[src/rtl/dispense_ctrl.sv]
// Vending-machine dispense controller: per-channel stock counters, timed one-hot
// motor pulse per accepted request, and busy/done/error/empty status.
module dispense_ctrl #(
    parameter int unsigned N_CH       = 4,
    parameter int unsigned STOCK_W    = 4,
    parameter int unsigned INIT_STOCK = 10,
    parameter int unsigned PULSE_CYC  = 3,
    parameter int unsigned SEL_W      = (N_CH > 1) ? $clog2(N_CH) : 1
) (
    input  logic             i_clk,
    input  logic             i_rst,
    input  logic             i_req,
    input  logic             i_en,
    input  logic             i_restock,
    input  logic [SEL_W-1:0] i_sel,
    output logic [N_CH-1:0]  o_motor,
    output logic             o_busy,
    output logic             o_done,
    output logic             o_err,
    output logic [N_CH-1:0]  o_empty
);

    localparam int unsigned CNT_W = (PULSE_CYC > 1) ? $clog2(PULSE_CYC) : 1;

    localparam logic [1:0] S_IDLE = 2'd0;
    localparam logic [1:0] S_DISP = 2'd1;
    localparam logic [1:0] S_DONE = 2'd2;

    localparam logic [STOCK_W-1:0] STOCK_INIT = STOCK_W'(INIT_STOCK);
    localparam logic [CNT_W-1:0]   CNT_LAST   = CNT_W'(PULSE_CYC - 1);

    logic [1:0]         r_state;
    logic [CNT_W-1:0]   r_cnt;
    logic [SEL_W-1:0]   r_act;
    logic [STOCK_W-1:0] r_stock [N_CH];
    logic [N_CH-1:0]    r_motor;
    logic               r_busy;
    logic               r_done;
    logic               r_err;

    logic [1:0]         w_state_nxt;
    logic [CNT_W-1:0]   w_cnt_nxt;
    logic [SEL_W-1:0]   w_act_nxt;
    logic [STOCK_W-1:0] w_stock_nxt [N_CH];
    logic [N_CH-1:0]    w_motor_nxt;
    logic               w_busy_nxt;
    logic               w_done_nxt;
    logic               w_err_nxt;
    logic               w_sel_ok;
    logic               w_sel_empty;

    // Decode Sel against the populated channels; out-of-range values match nothing.
    always_comb begin
        w_sel_ok    = 1'b0;
        w_sel_empty = 1'b0;
        for (int i = 0; i < int'(N_CH); i++) begin
            if (i_sel == SEL_W'(i)) begin
                w_sel_ok    = 1'b1;
                w_sel_empty = (r_stock[i] == '0);
            end
        end
    end

    // Next-state, stock update and registered-output next values.
    always_comb begin
        w_state_nxt = r_state;
        w_cnt_nxt   = r_cnt;
        w_act_nxt   = r_act;
        w_err_nxt   = 1'b0;
        w_motor_nxt = '0;
        for (int i = 0; i < int'(N_CH); i++) begin
            w_stock_nxt[i] = r_stock[i];
        end

        case (r_state)
            S_IDLE: begin
                if (i_restock) begin
                    if (w_sel_ok) begin
                        for (int i = 0; i < int'(N_CH); i++) begin
                            if (i_sel == SEL_W'(i)) begin
                                w_stock_nxt[i] = STOCK_INIT;
                            end
                        end
                    end else begin
                        w_err_nxt = 1'b1;
                    end
                end else if (i_req && i_en) begin
                    if (!w_sel_ok || w_sel_empty) begin
                        w_err_nxt = 1'b1;
                    end else begin
                        w_act_nxt   = i_sel;
                        w_cnt_nxt   = '0;
                        w_state_nxt = S_DISP;
                    end
                end
            end
            S_DISP: begin
                if (r_cnt == CNT_LAST) begin
                    w_state_nxt = S_DONE;
                    for (int i = 0; i < int'(N_CH); i++) begin
                        if (r_act == SEL_W'(i) && r_stock[i] != '0) begin
                            w_stock_nxt[i] = r_stock[i] - STOCK_W'(1);
                        end
                    end
                end else begin
                    w_cnt_nxt = r_cnt + CNT_W'(1);
                end
            end
            S_DONE: begin
                w_state_nxt = S_IDLE;
            end
            default: begin
                w_state_nxt = S_IDLE;
            end
        endcase

        if (w_state_nxt == S_DISP) begin
            for (int i = 0; i < int'(N_CH); i++) begin
                w_motor_nxt[i] = (w_act_nxt == SEL_W'(i));
            end
        end
        w_busy_nxt = (w_state_nxt != S_IDLE);
        w_done_nxt = (w_state_nxt == S_DONE);
    end

    always_ff @(posedge i_clk) begin
        if (i_rst) begin
            r_state <= S_IDLE;
            r_cnt   <= '0;
            r_act   <= '0;
            r_motor <= '0;
            r_busy  <= 1'b0;
            r_done  <= 1'b0;
            r_err   <= 1'b0;
            for (int i = 0; i < int'(N_CH); i++) begin
                r_stock[i] <= STOCK_INIT;
            end
        end else begin
            r_state <= w_state_nxt;
            r_cnt   <= w_cnt_nxt;
            r_act   <= w_act_nxt;
            r_motor <= w_motor_nxt;
            r_busy  <= w_busy_nxt;
            r_done  <= w_done_nxt;
            r_err   <= w_err_nxt;
            for (int i = 0; i < int'(N_CH); i++) begin
                r_stock[i] <= w_stock_nxt[i];
            end
        end
    end

    // Empty flags follow the stock registers directly.
    always_comb begin
        o_empty = '0;
        for (int i = 0; i < int'(N_CH); i++) begin
            o_empty[i] = (r_stock[i] == '0);
        end
    end

    assign o_motor = r_motor;
    assign o_busy  = r_busy;
    assign o_done  = r_done;
    assign o_err   = r_err;

endmodule

[config.mk]
export PLATFORM = sky130hd
export DESIGN_NAME = dispense_ctrl
export DESIGN_NICKNAME = d
export VERILOG_FILES = /design/src/rtl/dispense_ctrl.sv
export SDC_FILE = /design/constraint.sdc
export NUM_CORES = 1
export LEC_CHECK = 0
export CORE_MARGIN = 2
export CORE_UTILIZATION = 50
export DETAILED_ROUTE_END_ITERATION = 6
export PLACE_DENSITY = 0.84
export RECOVER_POWER = 100
export SYNTH_ARGS = -nofsm -noshare
export SYNTH_HDL_FRONTEND = slang
export SYNTH_SLANG_ARGS = --single-unit
[constraint.sdc]
create_clock -name i_clk -period 2.6 [get_ports i_clk]
set_input_delay 0.52 -clock i_clk [delete_from_list [all_inputs] [get_ports i_clk]]
set_output_delay 0.52 -clock i_clk [all_outputs]
set_load 0.02 [all_outputs]
==> results.sh <==
export IMPL_port_buffers=17
export IMPL_required_ns=2.08
export IMPL_outcome="finished clean"
export IMPL_insertion_delay_ns=0.34
export IMPL_start_util=0.513
export IMPL_post_dp_hpwl_um=2220
export IMPL_ys_seq_area_frac=0.377
export IMPL_grt_pass1_vias=1224
export IMPL_regArea_um2=581
export IMPL_die_w_um=59.5
export IMPL_fmax_mhz=398
export IMPL_area_delta_synth_final_pct=15.5
export IMPL_rsz0062_at_grt="no"
export IMPL_antenna_left=0
export IMPL_yosys_warnings=0
export IMPL_stdcell_count=234
export IMPL_yosys_register_bits=29
export IMPL_netlist_top_cells_area="dfxtp_1, ha_1, nand2_1"
export IMPL_synthesis_nets=196
export IMPL_synth_largest_area_cell="dfxtp_1"
export IMPL_hold_ws_ns=0.478
export IMPL_clock_tree_root_cell="clkbuf_4"
export IMPL_grt_start_max_net_pins=17
export IMPL_synthCells=181
export IMPL_dieHeight_um=59.5
export IMPL_clock_skew_final_ns=0.00882
export IMPL_placed_area_mm2=0.00176
export IMPL_report_final_slew_viol_count=0
export IMPL_cts_buffers_inserted=5
export IMPL_wl_um=3060
export IMPL_synthDistinctLibCells=41
export IMPL_rows=20
export IMPL_syn_avg_cell_area_um2=8.51
export IMPL_fin_crit_ns=2.51
export IMPL_worstMarginPinSlew_ns=0.525
export IMPL_stdcell_area_mm2=0.00178
export IMPL_nets=217
export IMPL_viasPerCell=5.76
export IMPL_setup_violations=0
export IMPL_slew_headroom=0.649
export IMPL_path_class="reg -> out"
export IMPL_p_leak_nw=0.709
export IMPL_gp_congestion=0.948
export IMPL_postCtsSetupBuffers=0
export IMPL_period_share=0.966
export IMPL_wl_per_cell_um=13.1
export IMPL_cts_resized=0
export IMPL_grt_use_total=0.206
export IMPL_crit_top_cell="inv_1"
export IMPL_power_density_mw_per_mm2=442
export IMPL_critical_path_max_stage_delay_ns=0.59
export IMPL_worstPathCellList="inv_1 > ha_1 > or3b_1 > inv_1 > clkdlybuf4s50_1"
export IMPL_cp_start_kind="register"
export IMPL_cts_tree="built"
export IMPL_netlist_area_leader_share=0.377
export IMPL_worstSetupEndpointType="output pin"
export IMPL_fillers=287
export IMPL_max_cap_viol_count=0
export IMPL_die_area_mm2=0.00354
export IMPL_synthArstFlopShare=0
export IMPL_crit_arrival_ns=1.99
export IMPL_ios=18
export IMPL_first_pass_iters=4
export IMPL_dp_cells=228
export IMPL_cts_sinks=29
export IMPL_antenna_found_initial=0
export IMPL_crit_fanout=4
export IMPL_slowest_stage="clkdlybuf4s50_1"
export IMPL_ys_flop_type="dfxtp_1"
export IMPL_antennaDiodeCount=0
export IMPL_clock_path_buffers=2
export IMPL_synth_edf_count=0
export IMPL_vias=1349
export IMPL_peakVddDrop_mv=0.304
export IMPL_grt_overflow_total=0
export IMPL_timing_setup_tns_ns=0
export IMPL_path_clk_slew_ns=0.09
export IMPL_hold_path_class="reg -> reg"
export IMPL_hold_viol=0
export IMPL_grt_pass1_wl_um=5340
export IMPL_h_tree_depth=2
export IMPL_drt_iter0_drc=48
export IMPL_drcViolationCount=0
export IMPL_synth_area_mm2=0.00154
export IMPL_drive_above_1_share=0.0945
export IMPL_hold_buffers=0
export IMPL_core_area_mm2=0.00300
export IMPL_multi_input_area_um2=872
## state kept, by name, summed over array words and instances, names as in the netlist
name     count
o_busy       1
o_done       1
o_err        1
r_cnt        2
r_stock     16
r_state      2
o_motor      4
r_act        2
## metal layers
metal | global-route usage | up-vias | routed length [um]
met1 | 0.247 | 631 | 1420
met3 | 0.0590 | 5 | 151
li1 | - | 681 | -
met2 | 0.323 | 32 | 1430
met5 | 0 | - | 0
met4 | 0.127 | 0 | 61
## cell usage in the layout, fill, tap and decap left out, drive strengths merged, types with 3 or more instances in the layout
cell type	instances
dfxtp	29
nand3	6
clkdlybuf4s50	6
nand2b	11
a21oi	15
dlygate4sd3	10
or3	3
mux2	5
nand2	25
a31o	3
mux2i	3
nor2	6
or4	4
nand4	3
inv	15
clkbuf	8
or3b	4
nor3b	3
ha	8
o22ai	3
nor2b	4
## critical path, delay by kind of cell, from the launching register on
family / cells / cell delay [ns]
and+or+nand+nor: 1 / 0.42
DFF: 1 / 0.34
buffers and inverters: 3 / 0.75
adders and majority gates: 1 / 0.13
## path summary, 6_finish.rpt
kind                  from  slack (ns)       endpoint  cells past startpoint
min          r_stock[3][0]        0.48  r_stock[3][0]                      1
min reg2reg  r_stock[3][0]        0.48  r_stock[3][0]                      1
max          r_stock[3][0]        0.09     o_empty[3]                      5
max reg2reg  r_stock[3][0]        0.46     o_motor[0]                      6
## where the power goes
part,internal (W),leakage (nW),switching [W]
sequential,0.000451,0.235,0.00000600
clock,0.0000933,0.0269,0.000155
combinational,0.0000332,0.447,0.0000469
total,0.000578,0.709,0.000208
## cell type report
class                   instances  area share
clock inverters                 1     0.00281
multi-input cells             130       0.490
repair buffers                 21       0.105
inverters                      15      0.0316
flip-flops and latches         29       0.326
well taps                      33      0.0232
clock buffers                   5      0.0211
## stage by stage
step / total power [W] / worst slack [ns] / util
2_1_floorplan: 0.000523 / 0.649 / -
3_3_place_gp: 0.000549 / 0.290 / 0.585
3_5_place_dp: 0.000551 / 0.253 / 0.585
4_1_cts: 0.000798 / 0.0807 / 0.599
5_1_grt: 0.000825 / 0.00610 / 0.593
6_report: 0.000786 / 0.0888 / 0.593
## Yosys cell counts (all sizes together) (2+ instances only)
library cell and count:
a21oi 15, a31o 3, a32o 2, and2 2, clkbuf 7, dfxtp 29, ha 8, inv 15
mux2 5, mux2i 3, nand2 25, nand2b 11, nand3 6, nand4 3, nor2 6, nor2b 4
nor3 2, nor3b 3, o21ai 2, o22ai 3, o32a 2, or3 3, or3b 4, or4 4
## cells by family after synthesis
kind of cell,count (synthesis),share of synthesized area
compound gates,35,0.152
fa+ha+maj,8,0.0650
buf+inv,22,0.0536
flops,29,0.377
mux,9,0.0707
simple gates,78,0.282
Note: power is estimated with default switching activity, not from simulation.
